**src/rtl/timer_irq_ctrl_pkg.sv**
```systemverilog
// Shared constants for the memory-mapped timer / IRQ controller:
// register offsets, TCON bit positions and the default window base.
package timer_irq_ctrl_pkg;

  localparam logic [31:0] DEFAULT_BASE_ADDR = 32'h4000_0000;

  localparam logic [31:0] OFF_TH      = 32'h0000_0000;
  localparam logic [31:0] OFF_TL      = 32'h0000_0004;
  localparam logic [31:0] OFF_TCON    = 32'h0000_0008;
  localparam logic [31:0] OFF_CYC     = 32'h0000_000C;
  localparam logic [31:0] OFF_PEND    = 32'h0000_0010;
  localparam logic [31:0] WINDOW_SIZE = 32'h0000_0014;

  localparam int EN_BIT = 0;
  localparam int IE_BIT = 1;
  localparam int ST_BIT = 2;

endpackage

```
**src/rtl/timer_irq_ctrl_prescaler.sv**
```systemverilog
// Prescaler for the timer: counts enabled cycles 0..PRESCALE-1 and
// flags a tick on the last one. Holds its phase while disabled.
module timer_prescaler
  import timer_irq_ctrl_pkg::*;
#(
  parameter int PRESCALE   = 1,
  parameter int PRESCALE_W = 16
) (
  input  logic clk,
  input  logic reset,
  input  logic en,
  input  logic clr,
  output logic tick
);

  localparam logic [PRESCALE_W-1:0] LAST = PRESCALE_W'(PRESCALE - 1);

  logic [PRESCALE_W-1:0] cnt_q, cnt_d;

  assign tick = en && (cnt_q == LAST);

  // Next count: a clear takes priority, otherwise advance and wrap on tick.
  always_comb begin
    cnt_d = cnt_q;
    if (clr) begin
      cnt_d = '0;
    end else if (en) begin
      cnt_d = tick ? '0 : cnt_q + PRESCALE_W'(1);
    end
  end

  // Count register with synchronous reset.
  always_ff @(posedge clk) begin
    if (reset) cnt_q <= '0;
    else       cnt_q <= cnt_d;
  end

endmodule

```
**src/rtl/timer_irq_ctrl.sv**
```systemverilog
// Memory-mapped timer with reload, sticky interrupt status and a
// free-running cycle counter. Sits beside data memory on the MEM-stage bus.
module timer_irq_ctrl
  import timer_irq_ctrl_pkg::*;
#(
  parameter logic [31:0] BASE_ADDR  = DEFAULT_BASE_ADDR,
  parameter int          PRESCALE   = 1,
  parameter int          PRESCALE_W = 16
) (
  input  logic        clk,
  input  logic        reset,
  input  logic [31:0] addr,
  input  logic        mem_read,
  input  logic        mem_write,
  input  logic [31:0] wdata,
  output logic        hit,
  output logic [31:0] rdata,
  output logic        irq
);

  logic [31:0] off;
  logic        wr, wr_th, wr_tl, wr_tcon;
  logic        tick, overflow;
  logic [31:0] th_q, th_d, tl_q, tl_d, cyc_q, cyc_d;
  logic        en_q, en_d, ie_q, ie_d, st_q, st_d;
  logic        unused_bits;

  // rdata does not depend on mem_read; the top-level mux qualifies it.
  assign unused_bits = mem_read;

  // Addresses below the base wrap to large offsets and miss naturally.
  assign off     = addr - BASE_ADDR;
  assign hit     = (off < WINDOW_SIZE) && (off[1:0] == 2'b00);
  assign wr      = hit && mem_write;
  assign wr_th   = wr && (off == OFF_TH);
  assign wr_tl   = wr && (off == OFF_TL);
  assign wr_tcon = wr && (off == OFF_TCON);

  assign overflow = tick && (tl_q == 32'hFFFF_FFFF);
  assign irq      = st_q;

  timer_prescaler #(
    .PRESCALE   (PRESCALE),
    .PRESCALE_W (PRESCALE_W)
  ) u_prescaler (
    .clk   (clk),
    .reset (reset),
    .en    (en_q),
    .clr   (wr_tl),
    .tick  (tick)
  );

  // Read mux: always reflects pre-edge register state.
  always_comb begin
    rdata = '0;
    if (hit) begin
      case (off)
        OFF_TH:   rdata = th_q;
        OFF_TL:   rdata = tl_q;
        OFF_TCON: rdata = {29'b0, st_q, ie_q, en_q};
        OFF_CYC:  rdata = cyc_q;
        OFF_PEND: rdata = {31'b0, st_q};
        default:  rdata = '0;
      endcase
    end
  end

  // Next-state: TL write beats a tick; overflow with pre-write IE beats an ST clear.
  always_comb begin
    th_d  = wr_th ? wdata : th_q;
    cyc_d = cyc_q + 32'd1;

    tl_d = tl_q;
    if (wr_tl)         tl_d = wdata;
    else if (overflow) tl_d = th_q;
    else if (tick)     tl_d = tl_q + 32'd1;

    en_d = wr_tcon ? wdata[EN_BIT] : en_q;
    ie_d = wr_tcon ? wdata[IE_BIT] : ie_q;
    st_d = wr_tcon ? wdata[ST_BIT] : st_q;
    if (overflow && ie_q) st_d = 1'b1;
  end

  // Register file with synchronous reset overriding any write or count.
  always_ff @(posedge clk) begin
    if (reset) begin
      th_q  <= '0;
      tl_q  <= '0;
      cyc_q <= '0;
      en_q  <= 1'b0;
      ie_q  <= 1'b0;
      st_q  <= 1'b0;
    end else begin
      th_q  <= th_d;
      tl_q  <= tl_d;
      cyc_q <= cyc_d;
      en_q  <= en_d;
      ie_q  <= ie_d;
      st_q  <= st_d;
    end
  end

endmodule

```
**config.mk**
```make
export PLATFORM = sky130hd
export DESIGN_NAME = timer_irq_ctrl
export DESIGN_NICKNAME = d
export VERILOG_FILES = /design/src/rtl/timer_irq_ctrl_pkg.sv /design/src/rtl/timer_irq_ctrl_prescaler.sv /design/src/rtl/timer_irq_ctrl.sv
export SDC_FILE = /design/constraint.sdc
export NUM_CORES = 1
export LEC_CHECK = 0
export ABC_AREA = 1
export BUFFER_PORTS_ARGS = -buffer_cell sky130_fd_sc_hd__buf_4
export CAP_MARGIN = 20
export CORE_MARGIN = 2
export CORE_UTILIZATION = 45
export DETAILED_ROUTE_END_ITERATION = 7
export MAX_ROUTING_LAYER = met4
export PLACE_DENSITY_LB_ADDON = 0.25
export SLEW_MARGIN = 20
export SYNTH_ARGS = -nofsm -noshare
export SYNTH_HDL_FRONTEND = slang
export SYNTH_SLANG_ARGS = --single-unit
```
**constraint.sdc**
```tcl
create_clock -name clk -period 1.7 [get_ports clk]
set_input_delay 0.17 -clock clk [delete_from_list [all_inputs] [get_ports clk]]
set_output_delay 0.17 -clock clk [all_outputs]
set_load 0.005 [all_outputs]
```
# Word level (Yosys, flattened, before mapping)
# Cells that the tools add are included.
[totals]
register_bits = 115
in_bits = 68
out_inout_bits = 34
wordCells = 39
[classes]
n_addsub = 4
n_lt_le_gt_ge = 1
eq_ne = 5
muxes = 8
reduce_logical = 14
[op_table]
columns = ["operator", "n"]
rows = [
  ["$pmux W32 S5", 1],
  ["$mux W32", 4],
  ["$add A32 B1 Y32 const B", 2],
  ["$eq A32 B4 Y1 const B", 2],
  ["$eq A32 B3 Y1 const B", 1],
  ["$eq A32 B32 Y1 const B", 1],
  ["$eq A32 B5 Y1 const B", 1],
  ["$logic_not A32 Y1", 1],
  ["$lt A32 B5 Y1 const B", 1],
  ["$sub A32 B31 Y32 const B", 1],
  ["$add A16 B1 Y16 const B", 1],
  ["$logic_not A16 Y1", 1],
  ["$mux W16", 1],
  ["$logic_and A1 B1 Y1", 8],
  ["$reduce_bool A3 Y1", 1],
  ["$logic_not A2 Y1", 1],
  ["$mux W1", 2],
  ["$reduce_bool A2 Y1", 1],
  ["$reduce_or A2 Y1", 1],
]

# Logic depth before layout (Yosys ltp)
# Gate-level depths: netlist of the first run.
[logic_depth]
ltp_word = 7
mapped_depth = 15
mapped_depth_nobuf = 14

# Cells and area by module
# From an unflattened synthesis of the first run, not the netlist that was laid out.
[hier_totals]
cells_unflattened = 1259
area_unflattened_um2 = 7751.2
[modules_own_cells]
columns = ["module", "n_inst", "cells_per_inst", "area_per_inst_um2", "seq_area_each_um2"]
rows = [
  ["timer_irq_ctrl", 1, 1128, 6885.4, 1981.9],
  ["timer_prescaler", 1, 131, 865.8, 320.3],
]

# Worst setup path before layout of the first run
# OpenSTA, ideal clock, no wires.
[synth_timing]
kind = "reg-to-reg"
start = "register tl_q[1]"
end = "register tl_q[7]"
setup_time_ps = 110
t_arrival_ps = 1728
required_time_ps = 1590
setup_slack_ps = -138
stages_incl_launch_ff = 14
synth_period_minus_slack_ps = 1838
cell_sequence = "dfxtp_1 ha_1 inv_1 nor2_1 nand2_1 nor2_2 nand2_1 nor2_4 buf_2 o21ai_0 nand3_1 nand3_1 nand2_1 inv_1"
[synth_via]
elab_chain_len = 4
[synth_rtl]
columns = ["item", "line_no", "rtl"]
rows = [
  ["start, declared", "timer_irq_ctrl.sv:24", "logic [31:0] th_q, th_d, tl_q, tl_d, cyc_q, cyc_d;"],
  ["start signal, assigned", "timer_irq_ctrl.sv:95", "tl_q <= tl_d;"],
  ["$add A32 B1 Y32 or $eq A32 B32 Y1 (tied branches)", "timer_irq_ctrl.sv:76, timer_irq_ctrl.sv:39", ""],
  ["$mux W32 or $logic_and A1 B1 Y1 (tied branches)", "timer_irq_ctrl.sv:76, timer_irq_ctrl.sv:39", ""],
  ["$mux W32", "timer_irq_ctrl.sv:75", "else if (overflow) tl_d = th_q;"],
  ["$mux W32", "timer_irq_ctrl.sv:74", "if (wr_tl) tl_d = wdata;"],
]
# Parallel ways exist; a longest one is shown, timed or not. The select of a mux whose other input is x is not followed.
# A chain may end at the register's enable or synchronous reset.

# Final worst setup path of the first run
[layout_timing]
start = "register tl_q[0]"
end = "register tl_q[3]"
# Same word-level chain as after synthesis.

==> results of run 1 <==
-- state kept, by name (all words and copies together) (netlist names) --
signal / cells
tl_q: 32
ie_q: 1
en_q: 1
irq: 1
th_q: 32
cyc_q: 32
u_prescaler.cnt_q: 16
-- path summary, 6_finish.rpt --
path / startpoint / endpoint
worst max-delay path: tl_q[0] / tl_q[3]
worst min-delay path: wdata[10] / th_q[10]
worst max register to register: tl_q[0] / tl_q[3]
worst min register to register: th_q[11] / th_q[11]
-- final cells by class --
| type | instances | area share (%) |
|---|---|---|
| Clock inverter | 11 | 0.857 |
| Multi-Input combinational cell | 958 | 45.2 |
| Clock buffer | 21 | 4.01 |
| Tap cell | 220 | 2.30 |
| Sequential cell | 115 | 19.6 |
| Inverter | 159 | 5.09 |
| Timing Repair Buffer | 305 | 23.0 |
-- cell families (layout without fill, tap and decap cells) --
family          after synthesis  count (layout)  synth area share [%]
fa+ha+maj                     4               4                 0.667
simple gates                777             777                  44.0
flops                       115             115                  30.7
buf+inv                     203             496                  10.7
compound gates              158             158                  11.7
xor+xnor                     19              19                  2.22
-- where the power goes --
group          internal [mW]  switching, mW  leakage [nW]
combinational          0.179          0.178          4.23
clock                   2.16           1.38         0.281
sequential              2.69        0.00717         0.937
-- layout by cell type (no fill, tap or decap), types with 13 or more instances in the layout --
master and n:
a21oi_1 52, buf_12 16, buf_4 242, buf_6 37
clkbuf_16 17, dfxtp_1 96, dfxtp_2 13, inv_1 145
nand2_1 268, nand2_2 58, nand2_4 28, nand3_1 102
nand3_2 17, nor2_1 169, nor2_2 35, nor2_4 26
nor3_1 30, o21ai_0 46, o21ai_1 17, o21ai_2 14
o221ai_2 13, xor2_1 13
-- layer usage --
metal  part of all wire, %  routed length [µm]  up-vias
li1                      -                   -     4658
met1                    41               12100     4503
met2                    47               14100      519
met3                   8.9                2670       83
met4                   3.3                 989        0
met5                     0                   0        -
-- critical path: stages (launching register included) --
cell and delay, ns:
dfxtp_4 0.36, ha_4 0.16, inv_4 0.04, nor2_4 0.07, nand2_2 0.08, nor2_4 0.14
nand2_4 0.07, nor2_4 0.16, buf_12 0.13, buf_6 0.10, buf_12 0.13, nand2_4 0.05
o21ai_2 0.05, nand3_1 0.11, nand3_1 0.11, nand2_1 0.06, inv_1 0.05
-- what timing repair did --
| item | 4_1_cts | 5_1_grt |
|---|---|---|
| setup endpoints to repair | 74 | 89 |
| setup buffers | 22 | 9 |
| resized for setup | 163 | 217 |
| endpoints found under the hold margin | 2 | 0 |
| pin swaps | 58 | 77 |
| cloned | 6 | 1 |
| hold buffers | 2 | 0 |
-- per-stage QoR --
step | cell area [µm²] | TNS, ns
6_report | 12000 | -6.82
4_1_cts | 11200 | -5.18
3_3_place_gp | 9750 | -10.49
3_5_place_dp | 9750 | -13.19
5_1_grt | 12000 | -13.37
2_1_floorplan | 7530 | 0
==> flow_metrics.env, run 1 <==
export IMPL_status="finished, violations left"
export IMPL_violations="negative setup slack"
export IMPL_crit_required_ns=2.07
export IMPL_wl_per_cell_um=16.7
export IMPL_grt_overflow=0
export IMPL_top_level_ports=102
export IMPL_cap_violations=0
export IMPL_antenna_found_initial=0
export IMPL_yosysTopAreaCell="dfxtp_1"
export IMPL_grtUsageTotal_pct=32.6
export IMPL_power_density_nw_per_um2=552
export IMPL_cts_sinks=115
export IMPL_cts_clk_slew_worst_paths_ns=0.06
export IMPL_die_w_um=133
export IMPL_drive_above_1_share_pct=37.2
export IMPL_htreeDepth=4
export IMPL_cts_buffers_inserted=17
export IMPL_grt_pass1_vias=8926
export IMPL_regArea_um2=2340
export IMPL_die_h_um=133
export IMPL_yosysMostFrequentCell="nand2_1"
export IMPL_reg2reg_depth=16
export IMPL_async_flop_share_pct=0
export IMPL_leakagePower_nw=5.45
export IMPL_fmax_mhz=518
export IMPL_grt_max_degree=34
export IMPL_core_um2=16400
export IMPL_setup_viol=64
export IMPL_dp_slack_ns=-0.250
export IMPL_synth_distinct_cells=42
export IMPL_row_count=47
export IMPL_synthTopCellsByArea="dfxtp_1, nand2_1, nor2_1"
export IMPL_busiest_layer="met2"
export IMPL_drc=0
export IMPL_antenna_cells=0
export IMPL_drt_iter0_drc=1085
export IMPL_rrSetupSlack_ns=-0.23
export IMPL_max_slew_worst_pin_slew_ns=0.437
export IMPL_slew_headroom_pct=70.9
export IMPL_cts_tree="yes"
export IMPL_grt_use_met3_pct=4.83
export IMPL_total_power_mw=6.60
export IMPL_crit_fanout=5
export IMPL_synth_flop_cell="dfxtp_1"
export IMPL_rsz0062_at_grt="yes"
export IMPL_vias_per_cell=5.46
export IMPL_crit_arrival_ns=2.30
export IMPL_min_period_ns=1.93
export IMPL_netlist_area_um2=7500
export IMPL_hold_depth=3
export IMPL_synthCells=1276
export IMPL_vias=9763
export IMPL_cts_root_buf="clkbuf_16"
export IMPL_final_util_pct=72.9
export IMPL_synth_edf_count=0
export IMPL_yosys_warnings=0
export IMPL_cts_buffer_depth=2
export IMPL_yosysTopAreaCellShare_pct=30.7
export IMPL_globalplace_congestion=1.02
export IMPL_fillers=1282
export IMPL_grt_pass1_wl_mm=44.5
export IMPL_critical_path_class="reg2reg"
export IMPL_firstDrtPassIters=6
export IMPL_hp_class="in2reg"
export IMPL_synthToLayoutAreaGrowth_pct=59.6
export IMPL_wl_mm=29.9
export IMPL_timing_final_ws_setup_ns=-0.231
export IMPL_syn_nets=1348
export IMPL_finalNetCount=1628
export IMPL_fin_cells=1789
export IMPL_finalHoldViolations=0
export IMPL_vdd_drop_max_uv=749
export IMPL_start_util_pct=45.7
export IMPL_end_kind="flop"
export IMPL_hpwl_mm=19.8
export IMPL_ys_seq_area_share_pct=30.7
export IMPL_finClkSkew_ns=0.00996
export IMPL_drv_slew=0
export IMPL_placed_cells=1719
export IMPL_grt_util_met2_pct=51.6
export IMPL_period_share_pct=114
export IMPL_met1_usage_pct=42.5
export IMPL_dieArea_um2=17700
export IMPL_synth_seq_cells=115
export IMPL_avgSynthCellArea_um2=5.88
export IMPL_critPathLaunchType="flop"
export IMPL_clk_latency_ns=0.43
export IMPL_hold_slack_ns=0.00466
export IMPL_ant_nets=0
export IMPL_multi_input_area_um2=5410
export IMPL_synthTopCellsByCount="nand2_1, nor2_1, inv_1"
export IMPL_io_buffers=100
Power figures use the tool's default switching activity.
==> inputs of run 2 (changes only) <==
CTS_BUF_LIST = sky130_fd_sc_hd__clkbuf_16   (was not set)
MAX_ROUTING_LAYER = not set   (was met4)
PLACE_DENSITY = 0.63   (was not set)
PLACE_DENSITY_LB_ADDON = not set   (was 0.25)
==> run 2 against run 1 <==
Largest cell class unchanged. First-iteration DRC count down 16%. Via count up 0.47%. Global-route usage up 1.5 points. Sequential cell count unchanged. Power down 1.9%. The flow still finishes with violations (negative setup slack).
==> flow_metrics.env, run 2 (same netlist as run 1, synthesis figures left out) <==
export IMPL_status="finished, violations left"
export IMPL_violations="negative setup slack"
export IMPL_placed_area_um2=9880
export IMPL_cts_sinks=115
export IMPL_cts_buffer_depth=2
export IMPL_synthToLayoutAreaGrowth_pct=62.5
export IMPL_cts_tree="yes"
export IMPL_slew_headroom_pct=69.6
export IMPL_crit_fanout=8
export IMPL_fmax_mhz=513
export IMPL_vdd_drop_max_uv=736
export IMPL_r2r_end="tl_q[5]"
export IMPL_globalplace_congestion=0.959
export IMPL_final_cell_mix="nand2_1, buf_4, nor2_1"
export IMPL_core_um2=16400
export IMPL_antenna_cells=0
export IMPL_reg2reg_depth=15
export IMPL_wl_per_cell_um=17.7
export IMPL_dieArea_um2=17700
export IMPL_period_share_pct=115
export IMPL_setup_viol=65
export IMPL_start_util_pct=45.7
export IMPL_row_count=47
export IMPL_grt_overflow=0
export IMPL_finalNetCount=1652
export IMPL_reg2reg_from="tl_q[0]"
export IMPL_finClkSkew_ns=0.00871
export IMPL_grt_max_degree=55
export IMPL_die_h_um=133
export IMPL_io_buffers=100
export IMPL_drc=0
export IMPL_clk_latency_ns=0.43
export IMPL_critPathLaunchType="input port"
export IMPL_endpoint="rdata[14]"
export IMPL_hpwl_mm=21.1
export IMPL_cts_root_buf="clkbuf_16"
export IMPL_min_period_ns=1.95
export IMPL_vias_per_cell=5.41
export IMPL_end_kind="primary output"
export IMPL_power_density_nw_per_um2=532
export IMPL_die_w_um=133
export IMPL_cts_buffers_inserted=17
export IMPL_cap_violations=0
export IMPL_hp_class="in2reg"
export IMPL_wl_mm=32.0
export IMPL_crit_arrival_ns=1.78
export IMPL_grt_pass1_vias=8909
export IMPL_firstDrtPassIters=6
export IMPL_final_area_um2=12200
export IMPL_drive_above_1_share_pct=40.1
export IMPL_cp_startpoint="addr[19]"
export IMPL_finalHoldViolations=0
export IMPL_top_level_ports=102
export IMPL_dp_slack_ns=-0.310
export IMPL_reg_largest_list="cyc_q: 32 flops, th_q: 32 flops, tl_q: 32 flops"
export IMPL_critical_path_class="in2out"
export IMPL_antenna_found_initial=0
export IMPL_cts_clk_slew_worst_paths_ns=0.06
export IMPL_crit_required_ns=1.53
export IMPL_drt_iter0_drc=915
export IMPL_max_slew_worst_pin_slew_ns=0.456
export IMPL_vias=9809
export IMPL_grt_pass1_wl_mm=47.1
export IMPL_timing_final_ws_setup_ns=-0.249
export IMPL_final_common_cell="nand2_1"
export IMPL_ant_nets=0
export IMPL_grtUsageTotal_pct=34.1
export IMPL_rsz0062_at_grt="yes"
export IMPL_leakagePower_nw=5.50
export IMPL_rrSetupSlack_ns=-0.20
export IMPL_drv_slew=0
export IMPL_htreeDepth=4
-- run 2: power by group --
part / leakage (nW) / switching, mW / internal, mW / total [mW]
Sequential: 0.938 / 0.00692 / 2.70 / 2.70
Combinational: 4.29 / 0.177 / 0.185 / 0.362
Clock: 0.266 / 1.46 / 1.95 / 3.41
Total: 5.50 / 1.64 / 4.84 / 6.48
-- run 2: worst min path at each step --
stage | from | to | slack (ns) | cells after the start
finish | wdata[24] | th_q[24] | 0.007 | 3
global route | wdata[24] | th_q[24] | 0.02 | 3
CTS | wdata[10] | th_q[10] | 0.002 | 3
detailed placement | wdata[31] | th_q[31] | 0.44 | 3
global placement | wdata[1] | ie_q | 0.43 | 3
floorplan | wdata[0] | en_q | 0.30 | 2
-- run 2: worst max-delay path, cell delays in order --
cell and delay, ns:
buf_6 0.10, nor2_4 0.10, nand2_2 0.09, nor2_4 0.14, buf_6 0.11, nand2_2 0.05
nor2_2 0.12, nand3_2 0.09, nor2_4 0.19, clkbuf_16 0.22, nand2_2 0.06, o211ai_1 0.09
nand2_1 0.09, inv_2 0.06, buf_6 0.08
-- run 2: cell type report --
| cell class | instances | area [µm²] |
|---|---|---|
| tap | 220 | 275 |
| multi-input combinational | 958 | 5490 |
| sequential | 115 | 2340 |
| clock buffer | 18 | 450 |
| fill | 1300 | 4220 |
| timing repair buffer | 329 | 2910 |
| inverter | 159 | 611 |
| clock inverter | 14 | 100 |
-- run 2: per-stage QoR --
step / hold WS, ns / setup TNS [ns] / util [%] / power [mW] / std cells
after floorplan: 0.305 / 0 / - / 2.86 / 1276
after global placement: 0.434 / -17.75 / 60.2 / 3.07 / 1737
after detailed placement: 0.439 / -19.45 / 60.2 / 3.07 / 1737
after CTS: 0.00187 / -6.60 / 68.5 / 6.47 / 1794
after global routing: 0.0221 / -15.27 / 74.3 / 6.65 / 1813
final: 0.00736 / -9.71 / 74.3 / 6.48 / 1813
-- run 2: what timing repair did --
action / CTS / global route
gates resized for setup: 153 / 248
setup buffers: 20 / 20
hold buffers: 1 / 0
endpoints found under the setup margin: 80 / 87
hold endpoints to repair: 1 / 0
pin swaps: 31 / 110
gates cloned: 5 / 3
-- run 2: per-layer routing --
layer,part of all wire (%),global-route usage (%)
met1,41,44.8
met4,4.6,13.3
met3,7.9,6.67
met2,46,55.3
met5,0,0
==> inputs of run 3 (changes only) <==
SYNTH_HIERARCHICAL = 1   (was not set)
==> run 3 against run 2 <==
The run ends with negative hold slack, negative setup slack left. Synthesized cell count decreased by 1.3%. First-iteration DRC count increased by 13%. Final area up 1.6%. Global-route usage decreased by 2.9 points. Worst setup slack gained 0.043 ns. Final cell count decreased by 2.9%. Power increased by 11%. Wire length is 2.1% lower. Die area increased by 3.3%. Clock skew down 0.0015 ns. Critical path type is now reg2reg. Highest routed layer unchanged.
==> flow_metrics.env, run 3 <==
export IMPL_critical_path_class="reg2reg"
export IMPL_max_slew_worst_pin_slew_ns=0.590
export IMPL_synth_distinct_cells=41
export IMPL_netlist_area_um2=7750
export IMPL_p_seq_share_pct=37.7
export IMPL_p_sw_share_pct=21.8
export IMPL_finalHoldViolations=9
export IMPL_drive_above_1_share_pct=38.2
export IMPL_combPwrFrac_pct=5.6
export IMPL_grt_util_met2_pct=49.5
export IMPL_drc=0
export IMPL_total_power_mw=7.19
export IMPL_vias=9722
export IMPL_reg2reg_from="u_prescaler/cnt_q[0]"
export IMPL_final_cell_mix="nand2_1, buf_4, nor2_1"
export IMPL_synthToLayoutAreaGrowth_pct=59.6
export IMPL_vias_per_cell=5.52
export IMPL_cts_buffers_inserted=17
export IMPL_intPower_mw=5.62
export IMPL_io_buffers=100
export IMPL_grt_pass1_wl_mm=44.7
export IMPL_placed_area_um2=9740
export IMPL_status="finished, violations left"
export IMPL_slew_headroom_pct=60.6
export IMPL_firstDrtPassIters=6
export IMPL_hp_start="wdata[29]"
export IMPL_antenna_found_initial=0
export IMPL_grt_pass1_vias=8579
export IMPL_yosys_warnings=6
export IMPL_final_common_cell="nand2_1"
export IMPL_hp_class="in2reg"
export IMPL_hold_end="th_q[29]"
export IMPL_die_w_um=135
export IMPL_antenna_cells=0
export IMPL_violations="negative hold slack, negative setup slack"
export IMPL_final_area_um2=12400
export IMPL_crit_arrival_ns=2.27
export IMPL_reg2reg_depth=14
export IMPL_wl_per_cell_um=17.8
export IMPL_busiest_layer="met2"
export IMPL_yosysMostFrequentCell="nand2_1"
export IMPL_grt_use_met3_pct=6.66
export IMPL_start_util_pct=46.4
export IMPL_htreeDepth=4
export IMPL_critPathLaunchType="flop"
export IMPL_end_kind="flop"
export IMPL_cts_root_buf="clkbuf_16"
export IMPL_synth_flop_cell="dfxtp_1"
export IMPL_setup_tns_ns=-6.85
export IMPL_grt_overflow=0
export IMPL_rrSetupSlack_ns=-0.21
export IMPL_die_h_um=135
export IMPL_synth_edf_count=0
export IMPL_cts_clk_slew_worst_paths_ns=0.06
export IMPL_met1_usage_pct=42.5
export IMPL_cap_violations=0
export IMPL_async_flop_share_pct=0
export IMPL_cts_tree="yes"
export IMPL_multi_input_area_um2=5720
export IMPL_setup_viol=66
export IMPL_yosysTopAreaCellShare_pct=29.7
export IMPL_leakagePower_nw=5.33
export IMPL_ant_nets=0
export IMPL_core_um2=16700
export IMPL_cts_buffer_depth=2
export IMPL_period_share_pct=112
export IMPL_clk_latency_ns=0.43
export IMPL_hold_slack_ns=-0.0143
export IMPL_grtUsageTotal_pct=31.2
export IMPL_synthTopCellsByArea="dfxtp_1, nand2_1, nor2_1"
export IMPL_grt_max_degree=51
export IMPL_avgSynthCellArea_um2=6.16
export IMPL_vdd_drop_max_uv=791
export IMPL_r2r_end="tl_q[12]"
export IMPL_p_clk_share_pct=56.7
export IMPL_fillers=1302
export IMPL_hold_depth=3
export IMPL_power_switching_mw=1.57
export IMPL_fmax_mhz=525
export IMPL_yosysTopAreaCell="dfxtp_1"
export IMPL_synthCells=1259
export IMPL_syn_nets=1331
export IMPL_drv_slew=0
export IMPL_wl_mm=31.3
export IMPL_timing_final_ws_setup_ns=-0.206
export IMPL_top_level_ports=102
export IMPL_synth_seq_cells=115
export IMPL_reg_largest_list="cyc_q: 32 flops, th_q: 32 flops, tl_q: 32 flops"
export IMPL_finalNetCount=1600
export IMPL_rsz0062_at_grt="yes"
export IMPL_crit_required_ns=2.07
export IMPL_drt_iter0_drc=1038
export IMPL_finClkSkew_ns=0.00719
export IMPL_hpwl_mm=19.9
export IMPL_globalplace_congestion=0.938
export IMPL_crit_fanout=8
export IMPL_synthTopCellsByCount="nand2_1, nor2_1, nand3_1"
export IMPL_power_density_nw_per_um2=581
export IMPL_cts_sinks=115
export IMPL_regArea_um2=2320
export IMPL_ys_seq_area_share_pct=29.7
export IMPL_dieArea_um2=18300
export IMPL_min_period_ns=1.91
export IMPL_row_count=47
[run 3: how the worst max path moves through the flow]
stage               slack, ns  cells after the start                 start   endpoint
floorplan               0.008                     14  u_prescaler/cnt_q[0]   tl_q[30]
global placement        -0.22                     13              addr[20]  rdata[18]
detailed placement      -0.24                     13              addr[27]  rdata[18]
CTS                     -0.12                     13              addr[23]   rdata[4]
global route            -0.31                     15  u_prescaler/cnt_q[0]   tl_q[23]
finish                  -0.21                     14  u_prescaler/cnt_q[0]   tl_q[12]
[run 3: cell type report]
type | instances | area share, %
clock buffer | 17 | 3.44
clock inverter | 15 | 1.78
inverter | 136 | 4.38
multi-input combinational | 960 | 46.2
sequential | 115 | 18.8
tap | 220 | 2.22
timing repair buffer | 297 | 23.1
timing repair inverter | 1 | 0.0506
[run 3: cell families (layout without fill, tap and decap cells)]
logic type               count (synthesis)  count (layout)  synth area share, %
AO/OA/AOI/OAI                          149             149                 11.3
XOR/XNOR                                18              18                 2.03
adder cells (fa/ha/maj)                  4               4                0.646
buffers and inverters                  184             466                 10.3
flip-flops                             115             115                 29.7
AND/OR/NAND/NOR                        789             789                 46.1
[run 3: critical path, stage by stage (launching register included)]
cell and delay (ns):
dfxtp_2 0.32, inv_2 0.07, ha_4 0.12, nand3_2 0.07, nor2_2 0.12, nand2_2 0.09
clkinv_4 0.10, buf_12 0.11, nand3_4 0.15, buf_12 0.20, o21ai_2 0.14, nand3_2 0.10
nand3_2 0.09, nand2_1 0.06, inv_1 0.08
[run 3: power groups by stage]
stage                     Clock [mW]  Sequential, mW  Combinational [mW]
final                           4.08            2.71               0.403
after global routing            4.21            2.71               0.437
after CTS                       4.08            2.71               0.351
after detailed placement           0            2.76               0.313
after global placement             0            2.76               0.310
after floorplan                    0            2.77               0.107
[run 3: routing by layer]
metal,vias up,share of wire [%]
li1,4631,-
met1,4464,41
met2,531,46
met3,96,9.5
met4,0,3.8
met5,-,0
[run 3: through the flow]
step	hold slack, ns	setup slack (ns)	utilization (%)	std cells
2_1_floorplan	0.318	0.00826	-	1259
3_3_place_gp	0.416	-0.222	58.3	1676
3_5_place_dp	0.424	-0.235	58.3	1676
4_1_cts	0.0000117	-0.116	66.6	1734
5_1_grt	-0.000333	-0.314	74.1	1761
6_report	-0.0143	-0.206	74.1	1761
[run 3: what timing repair did]
item	4_1_cts	5_1_grt
hold buffers	4	0
resized for setup	134	230
gates cloned	4	11
setup endpoints to repair	71	113
setup buffers	19	19
pin swaps	29	79
hold endpoints to repair	4	0
